[src/rtl/reg_xfer_arbiter_if.sv]
// reg_xfer_arbiter_if
//   Request/sequencing bundle between requesting control logic and the
//   register-move arbiter.
//   Requester side (master): req, src_sel, dst_sel.
//   Arbiter side   (slave):  grant, done, reg_out, reg_write, busy.
//   Field i of src_sel/dst_sel lives at [i*AW +: AW].
interface reg_xfer_arbiter_if #(
  parameter int NREQ = 4,
  parameter int NREG = 16,
  parameter int AW   = 4
);
  logic [NREQ-1:0]    req;
  logic [NREQ*AW-1:0] src_sel;
  logic [NREQ*AW-1:0] dst_sel;
  logic [NREQ-1:0]    grant;
  logic [NREQ-1:0]    done;
  logic [NREG-1:0]    reg_out;
  logic [NREG-1:0]    reg_write;
  logic               busy;

  modport master (
    output req, src_sel, dst_sel,
    input  grant, done, reg_out, reg_write, busy
  );

  modport slave (
    input  req, src_sel, dst_sel,
    output grant, done, reg_out, reg_write, busy
  );
endinterface

[src/rtl/reg_xfer_arbiter.sv]
// reg_xfer_arbiter
//   Round-robin arbiter and sequencer for register-to-register moves over a
//   shared 32-bit bus. One winner at a time is walked through
//   IDLE -> DRIVE -> WRITE -> DONE -> IDLE. It only issues enables; data never
//   passes through this block.
// Ports
//   clk : clock, all state changes on posedge
//   clr : asynchronous active-high reset
//   bus : reg_xfer_arbiter_if.slave
//         req/src_sel/dst_sel in; grant/done/reg_out/reg_write/busy out
//         (grant, done, reg_out, reg_write are zero or one-hot)
module reg_xfer_arbiter #(
  parameter int NREQ = 4,
  parameter int NREG = 16,
  parameter int AW   = 4
) (
  input  logic               clk,
  input  logic               clr,
  reg_xfer_arbiter_if.slave  bus
);

  localparam int WW = (NREQ > 1) ? $clog2(NREQ) : 1;

  typedef enum logic [1:0] {
    IDLE  = 2'd0,
    DRIVE = 2'd1,
    WRITE = 2'd2,
    DONE  = 2'd3
  } state_t;

  state_t          state;
  logic [WW-1:0]   ptr;
  logic [WW-1:0]   win;
  logic [AW-1:0]   src;
  logic [AW-1:0]   dst;

  logic            pick_found;
  logic [WW-1:0]   pick_idx;
  logic [AW-1:0]   pick_src;
  logic [AW-1:0]   pick_dst;
  int unsigned     cand;
  logic [WW-1:0]   ptr_next;

  // One-hot register decode; indices >= NREG simply match nothing.
  function automatic logic [NREG-1:0] reg_onehot(input logic [AW-1:0] idx);
    reg_onehot = '0;
    for (int unsigned j = 0; j < NREG; j++) begin
      if (32'(idx) == j) reg_onehot[j] = 1'b1;
    end
  endfunction

  function automatic logic [NREQ-1:0] req_onehot(input logic [WW-1:0] idx);
    req_onehot = '0;
    for (int unsigned j = 0; j < NREQ; j++) begin
      if (32'(idx) == j) req_onehot[j] = 1'b1;
    end
  endfunction

  // Rotating priority scan: ptr has highest priority, wrapping modulo NREQ.
  always_comb begin
    pick_found = 1'b0;
    pick_idx   = '0;
    pick_src   = '0;
    pick_dst   = '0;
    cand       = 0;
    for (int unsigned i = 0; i < NREQ; i++) begin
      cand = (32'(ptr) + i) % NREQ;
      if (!pick_found && bus.req[cand]) begin
        pick_found = 1'b1;
        pick_idx   = cand[WW-1:0];
        pick_src   = bus.src_sel[cand*AW +: AW];
        pick_dst   = bus.dst_sel[cand*AW +: AW];
      end
    end
  end

  always_comb begin
    if (32'(win) == NREQ - 1) ptr_next = '0;
    else                      ptr_next = win + 1'b1;
  end

  // Outputs are registered and loaded one state ahead so that each output
  // reflects the current state directly after the edge that entered it.
  always_ff @(posedge clk or posedge clr) begin
    if (clr) begin
      state         <= IDLE;
      ptr           <= '0;
      win           <= '0;
      src           <= '0;
      dst           <= '0;
      bus.grant     <= '0;
      bus.done      <= '0;
      bus.reg_out   <= '0;
      bus.reg_write <= '0;
      bus.busy      <= 1'b0;
    end else begin
      case (state)
        IDLE: begin
          if (pick_found) begin
            state         <= DRIVE;
            win           <= pick_idx;
            src           <= pick_src;
            dst           <= pick_dst;
            bus.grant     <= req_onehot(pick_idx);
            bus.reg_out   <= reg_onehot(pick_src);
            bus.reg_write <= '0;
            bus.done      <= '0;
            bus.busy      <= 1'b1;
          end
        end
        DRIVE: begin
          state         <= WRITE;
          bus.reg_write <= reg_onehot(dst);
        end
        WRITE: begin
          state         <= DONE;
          bus.grant     <= '0;
          bus.reg_out   <= '0;
          bus.reg_write <= '0;
          bus.done      <= req_onehot(win);
        end
        DONE: begin
          state    <= IDLE;
          bus.done <= '0;
          bus.busy <= 1'b0;
          ptr      <= ptr_next;
        end
        default: begin
          state         <= IDLE;
          bus.grant     <= '0;
          bus.done      <= '0;
          bus.reg_out   <= '0;
          bus.reg_write <= '0;
          bus.busy      <= 1'b0;
        end
      endcase
    end
  end

  // src is only consumed through the registered reg_out load; keep it for
  // visibility of the latched transfer.
  logic unused_src;
  assign unused_src = ^src;

endmodule
[src/flat_wrapper.sv]
// flat-port wrapper written by rule: the top's interface ports become plain ports
module reg_xfer_arbiter_flat 
#(
  parameter int NREQ = 4,
  parameter int NREG = 16,
  parameter int AW   = 4
)
  (clk, clr, bus_req, bus_src_sel, bus_dst_sel, bus_grant, bus_done, bus_reg_out, bus_reg_write, bus_busy);
  reg_xfer_arbiter_if #(.NREQ(NREQ), .NREG(NREG), .AW(AW)) bus_i ();
  input  logic clk;
  input  logic clr;
  input wire logic [$bits(bus_i.req)-1:0] bus_req;
  input wire logic [$bits(bus_i.src_sel)-1:0] bus_src_sel;
  input wire logic [$bits(bus_i.dst_sel)-1:0] bus_dst_sel;
  output wire logic [$bits(bus_i.grant)-1:0] bus_grant;
  output wire logic [$bits(bus_i.done)-1:0] bus_done;
  output wire logic [$bits(bus_i.reg_out)-1:0] bus_reg_out;
  output wire logic [$bits(bus_i.reg_write)-1:0] bus_reg_write;
  output wire logic [$bits(bus_i.busy)-1:0] bus_busy;
  assign bus_i.req = bus_req;
  assign bus_i.src_sel = bus_src_sel;
  assign bus_i.dst_sel = bus_dst_sel;
  assign bus_grant = bus_i.grant;
  assign bus_done = bus_i.done;
  assign bus_reg_out = bus_i.reg_out;
  assign bus_reg_write = bus_i.reg_write;
  assign bus_busy = bus_i.busy;
  reg_xfer_arbiter #(.NREQ(NREQ), .NREG(NREG), .AW(AW)) u_core (.clk(clk), .clr(clr), .bus(bus_i));
endmodule
[config.mk]
export PLATFORM = sky130hd
export DESIGN_NAME = reg_xfer_arbiter_flat
export DESIGN_NICKNAME = d
export VERILOG_FILES = /design/src/rtl/reg_xfer_arbiter_if.sv /design/src/rtl/reg_xfer_arbiter.sv /design/src/flat_wrapper.sv
export SDC_FILE = /design/constraint.sdc
export NUM_CORES = 1
export LEC_CHECK = 0
export ABC_AREA = 0
export CORE_UTILIZATION = 50
export CTS_CLUSTER_DIAMETER = 200
export DETAILED_ROUTE_END_ITERATION = 16
export GPL_TIMING_DRIVEN = 0
export PLACE_DENSITY = 0.79
export REMOVE_ABC_BUFFERS = 1
export SLEW_MARGIN = 15
export SYNTH_ARGS = -nofsm -noshare
export SYNTH_HDL_FRONTEND = slang
export SYNTH_SLANG_ARGS = --single-unit
[constraint.sdc]
create_clock -name clk -period 2.6 [get_ports clk]
set_input_delay 0.26 -clock clk [delete_from_list [all_inputs] [get_ports clk]]
set_output_delay 0.26 -clock clk [all_outputs]
set_load 0.005 [all_outputs]
# After elaboration in Yosys (flattened, before gate mapping)
# Cells that the tools add are included.
# W data, S select, Z words.
# word_totals
regBits	51
wordCells	162
# classes
addsub	4
magnitude_cmp	4
n_eq_ne	40
shift	8
muxes	77
reduce_logical	20
# ops
cell	count
$shiftx A16 B5 Y4	8
$eq A4 B4 Y1 const B	16
$mux W1	49
$pmux W16 S3	1
$mux W4	10
$eq A4 B3 Y1 const B	8
$mux W16	2
$pmux W16 S2	1
$eq A4 B2 Y1 const B	4
$eq A2 B2 Y1 const B	6
$lt A2 B3 Y1 const B	4
$mux W2	6
$pmux W4 S3	1
$reduce_and A2 Y1	5
$bmux W1 S2	4
$eq A4 B1 Y1 const B	2
$logic_not A4 Y1	2
$pmux W2 S4	1
$pmux W4 S2	1
$eq A2 B1 Y1 const B	3
$logic_not A2 Y1	3
$reduce_bool A3 Y1	2
$add A2 B1 Y2 const B	2
$add A2 B2 Y2 const B	2
5 further kinds	10

# Logic depth before layout (Yosys ltp)
# Gate-level depths: netlist of the first run.
# depth
depth_word	16
ltp_mapped	10
depth_no_buf	8

# Worst setup path before layout of the first run
# Ideal clock, no wire load.
# synth_timing
path_kind	reg2reg
from	register u_core.ptr[0]
to	register u_core.bus.reg_out[5]
arrival_ps	2131
setup_slack_ps	394
path_stages_with_launch	8
synth_period_minus_slack_ps	2206
path_cell_list	dfrtp_1 -> buf_6 -> or3b_1 -> a2111o_1 -> and2_4 -> o221a_4 -> or3_4 -> o21ai_2
# synth_via
elab_chain_cells	16
elab_cells_between_ends	35
classes_between	3 x add/sub; 2 x eq/ne; 4 x shift; 19 x mux; 7 x reduce/logical
# synth_rtl
element	line_no	source
start, declared	reg_xfer_arbiter.sv:32	logic [WW-1:0] ptr;
start signal, assigned	reg_xfer_arbiter.sv:126	ptr <= ptr_next;
branches (longest 16 deep; another with $add A2 B1 Y2)	-	
end signal, assigned	reg_xfer_arbiter.sv:105	bus.reg_out <= reg_onehot(pick_src);
end, declared	reg_xfer_arbiter_if.sv:28	output grant, done, reg_out, reg_write, busy
# Parallel ways; which one is timed is not known. The select of a mux whose other input is x is not followed.
# A chain may end at the register's enable or synchronous reset.

# Worst setup path in the final report of the first run
# layout_timing
from	input port bus_req[3]
to	register u_core.bus.reg_out[5]
# layout_via
elab_chain_cells	16
elab_cells_between_ends	28
classes_between	2 x eq/ne; 19 x mux; 7 x reduce/logical
# layout_rtl
element	line_no	source
start, declared	flat_wrapper.sv:12	input wire logic [$bits(bus_i.req)-1:0] bus_req;
$bmux W1 S2	reg_xfer_arbiter.sv:68	if (!pick_found && bus.req[cand]) begin
$mux W1 (not written as such)	reg_xfer_arbiter.sv:68	
$mux W1	reg_xfer_arbiter.sv:68	
$logic_not A1 Y1	reg_xfer_arbiter.sv:68	
$logic_and A1 B1 Y1	reg_xfer_arbiter.sv:68	
$mux W1	reg_xfer_arbiter.sv:68	
$logic_not A1 Y1	reg_xfer_arbiter.sv:68	
$logic_and A1 B1 Y1	reg_xfer_arbiter.sv:68	
$mux W1	reg_xfer_arbiter.sv:68	
$logic_not A1 Y1	reg_xfer_arbiter.sv:68	
$logic_and A1 B1 Y1	reg_xfer_arbiter.sv:68	
$mux W4	reg_xfer_arbiter.sv:68	
$eq A4 B3 Y1	reg_xfer_arbiter.sv:48	if (32'(idx) == j) reg_onehot[j] = 1'b1;
$mux W1	reg_xfer_arbiter.sv:48	
$mux W16	reg_xfer_arbiter.sv:99	if (pick_found) begin
$pmux W16 S2	reg_xfer_arbiter.sv:97	case (state)
# Several ways; a longest one is shown, not always the timed one. The select of a mux whose other input is x is not followed.

==> out/metrics.cfg, run 1 <==
[cells_and_area]
num_antenna_cells = 0
postLayoutCellArea_um2 = 4521
regArea_um2 = 1281
nets = 493
stdcell_count = 542
drive_gt1_share_pct = 11.88
fillers = 541
multi_input_area_um2 = 2107
area_growth_pct = 29.22

[timing]
holdWs_ns = 0.2480
skew_ns = 0.005737
fmax_mhz = 395.9
max_slew_margin_pct = 45.99
hold_violations = 0
worstMarginPinSlew_ns = 0.8100
fin_crit_ns = 2.526
final.setup.worst_slack_ns = 0.07430
finalSetupViolCount = 0
finalMaxSlewViolations = 0
fin_crit_sh_pct = 97.14
rsz0062_at_grt = false

[setup_path]
reg2reg_from = u_core.ptr[0]
start_kind = input pin
rr_worst_depth = 7
required_ns = 2.83
path_class = in -> reg
worstSetupEndpointType = flop
rr_endpoint = u_core.bus.reg_out[2]
critPathMaxFanout = 15
worstPathArrival_ns = 2.76
reg2reg_setup_slack_ns = 0.08

[routing]
viasPerCell = 6.201
dr.pass1.iters = 6
drc_errors = 0
post_drt_wl_per_cell_um = 16.59
antenna_left = 0
wl_um = 8992
drt_iter0_drc = 241
via_count = 3361

[yosys]
synth_area_per_cell_um2 = 9.206
ys_seq_area_share_pct = 36.48
ys_seq_elements = 51
yosysTopAreaCell = dfrtp_1
yosys_warnings = 0
syn-cell-area_um2 = 3498
synth_top_area_share_pct = 36.48
netlist_top_cells_count = nand2_1 (61), dfrtp_1 (51), nor2_1 (24), o21ai_0 (22), a221oi_1 (19)
yosysUniqueCellTypes = 56
ys.flop_type = dfrtp_1
ys_top_cells_by_area = dfrtp_1 (36%), nand2_1 (6.5%), a221oi_1 (4.8%), mux4_2 (3.9%), mux2i_1 (3.4%)
synthCells = 380
ys_async_sr_fraction_pct = 100.0
yosysMostFrequentCell = nand2_1
synth_edf_count = 0

[clock_tree]
holdBufCountCts = 0
root_buffer = clkbuf_8
clock_latency_ns = 0.30
cts.sinks = 51
ctsLongestPathBuffers = 2
cts_tree = built
cts_max_level = 2
cts_made_buffers = 5
clk_pin_slew_worst_paths_ns = 0.09

[power_and_ir_drop]
switching_share_pct = 44.44
combPwrFrac_pct = 59.6
vdd.ir_drop.worst_uv = 458.2
power.total_mw = 4.452
cellLeakagePower_nw = 1.825
power_frac_clock_pct = 12.1
internal_power_mw = 2.473
pwr_density_cell_nw_per_um2 = 984.8
p_sw_mw = 1.979
seqPwrFrac_pct = 28.4

[die]
start_util_pct = 51.49
die_h_um = 85.65
dieArea_um2 = 7335
ios = 79
dieWidth_um = 85.65
coreArea_um2 = 6794
row_count = 30

[grt]
grt_max_degree = 46
antenna_found_initial = 0
grt_pass1_vias = 3126
grt_overflow_total = 0
track_usage_pct = 25.57
grt_pass1_wl_um = 15040

[run]
drv_cap = 0

[placed_design]
dp_hpwl_um = 6264
place_inst = 533
place_ws_ns = -0.5377
place_area_um2 = 4330
io_buffers = 78
gp_congestion = 0.8462

[hold_path]
min_path_type = in -> async

[outcome]
status = completed

## power by group through the flow
stage | clock network, mW | registers, mW | logic [mW]
5_1_grt | 0.572 | 1.30 | 2.89
3_5_place_dp | 0 | 1.28 | 2.46
6_report | 0.537 | 1.26 | 2.65
3_3_place_gp | 0 | 1.37 | 2.26
4_1_cts | 0.549 | 1.26 | 2.59
2_1_floorplan | 0 | 1.31 | 1.56
## cell usage in the layout (no fill, tap or decap), types with 12 or more instances in the layout
| cell type | n |
|---|---|
| a221oi_1 | 19 |
| clkdlybuf4s50_1 | 76 |
| dfrtp_1 | 49 |
| inv_1 | 16 |
| mux2i_1 | 12 |
| nand2_1 | 60 |
| nor2_1 | 23 |
| o21ai_0 | 21 |
| o31ai_1 | 14 |
## flip-flops by register name (all words and copies together), names as in the netlist
name,cells
u_core.bus.reg_out,16
u_core.bus.reg_write,16
u_core.bus.done,4
u_core.bus.grant,4
u_core.dst,4
u_core.ptr,2
u_core.state,2
u_core.win,2
u_core.bus.busy,1
## cell type report
| cell class | instances | share of cell area (%) |
|---|---|---|
| inverters | 18 | 1.522 |
| well taps | 96 | 2.657 |
| repair buffers | 82 | 18.52 |
| flip-flops and latches | 51 | 28.34 |
| clock inverters | 2 | 0.8303 |
| clock buffers | 5 | 1.522 |
| multi-input cells | 288 | 46.61 |
## logic make-up (layout without fill, tap and decap cells)
kind of cell	count (synthesis)	in the layout	synth area share (%)
buffers and inverters	41	107	5.186
adder cells (fa/ha/maj)	9	9	3.219
AND/OR/NAND/NOR	129	129	17.95
flip-flops	51	51	36.48
multiplexers	24	24	9.227
AO/OA/AOI/OAI	126	126	27.93
## critical path, stage by stage
cell             delay (ns)
clkdlybuf4s50_1        0.67
mux4_2                 0.66
nand2_1                0.09
o221ai_1               0.21
o221a_4                0.36
or3_4                  0.39
o21ai_2                0.12
## metal layers
| metal | routed length (um) | vias up | part of all wire (%) | GRT usage (%) |
|---|---|---|---|---|
| met4 | 163 | 0 | 1.8 | 8.030 |
| met1 | 4005 | 1609 | 45 | 35.98 |
| met5 | 0 | - | 0 | 0 |
| li1 | - | 1588 | - | - |
| met2 | 4352 | 149 | 48 | 41.96 |
| met3 | 471 | 15 | 5.2 | 2.406 |
## worst max path at each step
stage | startpoint | endpoint | slack, ns | depth (start not counted)
6_report | bus_req[3] | u_core.bus.reg_out[5] | 0.07 | 7
4_1_cts | bus_req[2] | u_core.bus.reg_out[0] | 0.0009 | 7
5_1_grt | u_core.ptr[0] | u_core.bus.reg_out[3] | 0.002 | 7
3_5_place_dp | bus_req[1] | u_core.bus.reg_out[2] | -0.54 | 7
3_3_place_gp | u_core.ptr[0] | u_core.bus.reg_out[3] | -1.33 | 6
2_1_floorplan | u_core.ptr[0] | u_core.bus.reg_out[3] | -0.53 | 6
## timing repair
action,in CTS,in global routing
cloned,0,0
pin swaps,0,2
endpoints found under the setup margin,20,34
resized for setup,13,6
buffers inserted,2,0
## stage by stage
stage	util (%)	TNS (ns)
after global routing	66.54	0
after floorplan	-	-8.357
final	66.54	0
after global placement	63.08	-26.58
after detailed placement	63.74	-11.90
after CTS	66.17	0
No activity file was read; power rests on OpenSTA's default activity.
==> inputs of run 2 (changes only) <==
- CAP_MARGIN: not set -> 20
- TNS_END_PERCENT: not set -> 5
==> out/metrics.cfg, run 2 (synthesis gave the netlist of run 1 again) <==
[cells_and_area]
postLayoutCellArea_um2 = 4511  ; -0.22%
area_growth_pct = 28.93
reg_top3 = u_core.bus.reg_out (16), u_core.bus.reg_write (16)
nets = 493  ; unchanged
layout_common_cells = clkdlybuf4s50_1 (75), nand2_1 (60), dfrtp_1 (49), nor2_1 (23), o21ai_0 (21)
drive_gt1_share_pct = 11.66  ; -0.22 points
mostFrequentLayoutCell = clkdlybuf4s50_1
final_util_pct = 66.39  ; -0.15 points
fillers = 544  ; +0.55%
num_antenna_cells = 0  ; unchanged

[clock_tree]
clk_pin_slew_worst_paths_ns = 0.09  ; about the same
holdBufCountCts = 0  ; unchanged
cts_tree = built
root_buffer = clkbuf_8
cts.sinks = 51  ; unchanged
clock_latency_ns = 0.30  ; about the same
cts_max_level = 2  ; unchanged
ctsLongestPathBuffers = 2  ; unchanged
cts_made_buffers = 5  ; unchanged

[placed_design]
dp_hpwl_um = 6264  ; unchanged
io_buffers = 78  ; unchanged
place_area_um2 = 4330  ; unchanged
gp_congestion = 0.8462  ; unchanged

[timing]
fin_setup_tns_ns = 0  ; unchanged
hold_violations = 0  ; unchanged
fmax_mhz = 397.2  ; +0.31%
worstMarginPinSlew_ns = 0.7991  ; -0.01095 ns
finalMaxSlewViolations = 0  ; unchanged
max_slew_margin_pct = 46.72  ; +0.73 points
finalSetupViolCount = 0  ; unchanged
fin_crit_ns = 2.518  ; -0.007764 ns
fin_crit_sh_pct = 96.84  ; -0.30 points
holdWs_ns = 0.2429  ; -0.005110 ns
rsz0062_at_grt = false
skew_ns = 0.006421  ; +0.0006834 ns

[die]
dieWidth_um = 85.65  ; unchanged
coreArea_um2 = 6794  ; unchanged
row_count = 30  ; unchanged
start_util_pct = 51.49  ; unchanged
dieArea_um2 = 7335  ; unchanged
ios = 79  ; unchanged
die_h_um = 85.65  ; unchanged

[routing]
post_drt_wl_per_cell_um = 16.71  ; +0.71%
dr.pass1.iters = 5  ; -1
via_count = 3337  ; -0.71%
viasPerCell = 6.157  ; -0.71%
drc_errors = 0  ; unchanged
antenna_left = 0  ; unchanged
wl_um = 9056  ; +0.71%
drt_iter0_drc = 264  ; +9.5%

[setup_path]
worstSetupEndpointType = flop
worstPathArrival_ns = 2.76  ; about the same
rr_worst_depth = 7  ; unchanged
reg2reg_setup_slack_ns = 0.08  ; about the same
start_kind = flop
path_class = reg -> reg
required_ns = 2.85  ; +0.02 ns
critPathMaxFanout = 45  ; +30
rr_endpoint = u_core.bus.reg_out[2]
reg2reg_from = u_core.ptr[0]

[grt]
grt.busiest_layer = met2
grt_pass1_vias = 3119  ; -0.22%
antenna_found_initial = 0  ; unchanged
grt_overflow_total = 0  ; unchanged
grt_pass1_wl_um = 15040  ; about the same
grtUsageMet2_pct = 41.89  ; -0.073 points
grt_util_met3_pct = 2.406  ; unchanged
grt_max_degree = 46  ; unchanged
grtUsageMet1_pct = 36.04  ; +0.062 points
track_usage_pct = 25.57  ; unchanged

[power_and_ir_drop]
p_sw_mw = 1.986  ; +0.38%
combPwrFrac_pct = 59.5  ; about the same
vdd.ir_drop.worst_uv = 459.3  ; +0.23%
switching_share_pct = 44.55  ; +0.11 points
seqPwrFrac_pct = 28.3  ; about the same
internal_power_mw = 2.472  ; about the same
power_frac_clock_pct = 12.2  ; about the same
pwr_density_cell_nw_per_um2 = 988.3  ; +0.35%
cellLeakagePower_nw = 1.817  ; -0.46%

[outcome]
status = completed

[hold_path]
min_path_type = in -> async

[run]
drv_cap = 0  ; unchanged

[run 2: cell count changes in the layout (fill, tap and decap cells not counted), sizes merged]
cell | previous run | this run
clkdlybuf4s50 | 76 | 75
dlygate4sd2 | 1 | 3
dlymetal6s2s | 1 | 0
[run 2: worst max path at each step]
stage	from	end	slack (ns)	depth (start not counted)
floorplan	u_core.ptr[0]	u_core.bus.reg_out[3]	-0.53	6
global placement	u_core.ptr[0]	u_core.bus.reg_out[3]	-1.33	6
detailed placement	bus_req[1]	u_core.bus.reg_out[2]	-0.54	7
CTS	bus_req[0]	u_core.bus.reg_out[1]	0.006	7
global route	u_core.ptr[0]	u_core.bus.reg_out[3]	0.002	7
finish	u_core.ptr[0]	u_core.bus.reg_out[2]	0.08	7
[run 2: routing by layer]
metal / vias to the layer above / routed length [um]
li1: 1587 / -
met1: 1605 / 4101
met2: 131 / 4319
met3: 14 / 482
met4: 0 / 153
met5: - / 0
[run 2: power groups by stage]
stage | sequential (mW) | clock, mW | combinational (mW)
floorplan | 1.31 | 0 | 1.56
global placement | 1.37 | 0 | 2.26
detailed placement | 1.28 | 0 | 2.46
CTS | 1.26 | 0.549 | 2.58
global route | 1.30 | 0.572 | 2.89
finish | 1.26 | 0.545 | 2.65
[run 2: cell type report]
| cell class | instances | area [um^2] | area share [%] |
|---|---|---|---|
| multi-input cells | 288 | 2102 | 46.60 |
| flip-flops and latches | 51 | 1281 | 28.40 |
| repair buffers | 82 | 832.0 | 18.45 |
| well taps | 96 | 120.1 | 2.663 |
| clock buffers | 5 | 68.82 | 1.526 |
| inverters | 18 | 68.82 | 1.526 |
| clock inverters | 2 | 37.54 | 0.8322 |
[run 2: metrics by stage]
stage / total power [mW] / worst slack (ns) / cells
CTS: 4.384 / 0.006322 / 541
global placement: 3.627 / -1.328 / 531
finish: 4.458 / 0.08206 / 542
floorplan: 2.872 / -0.5293 / 357
global route: 4.765 / 0.001875 / 542
detailed placement: 3.744 / -0.5377 / 533
[run 2: what timing repair did]
| item | CTS | global route |
|---|---|---|
| buffers inserted | 1 | 1 |
| resized for setup | 15 | 4 |
| setup endpoints to repair | 20 | 22 |
| pin swaps | 0 | 2 |
| gates cloned | 0 | 0 |
[run 2: worst max-delay path: stages (launching register included)]
cell	delay, ns
dfrtp_2	0.44
buf_12	0.20
or3b_1	0.38
a2111o_1	0.42
and2_4	0.20
o221a_4	0.32
nor3_4	0.28
a32o_1	0.20
==> inputs of run 3 (changes only) <==
- CAP_MARGIN: 20 -> 0
==> results of run 3 <==
No change in the layout: final DEF, timing and power equal those of run 2.
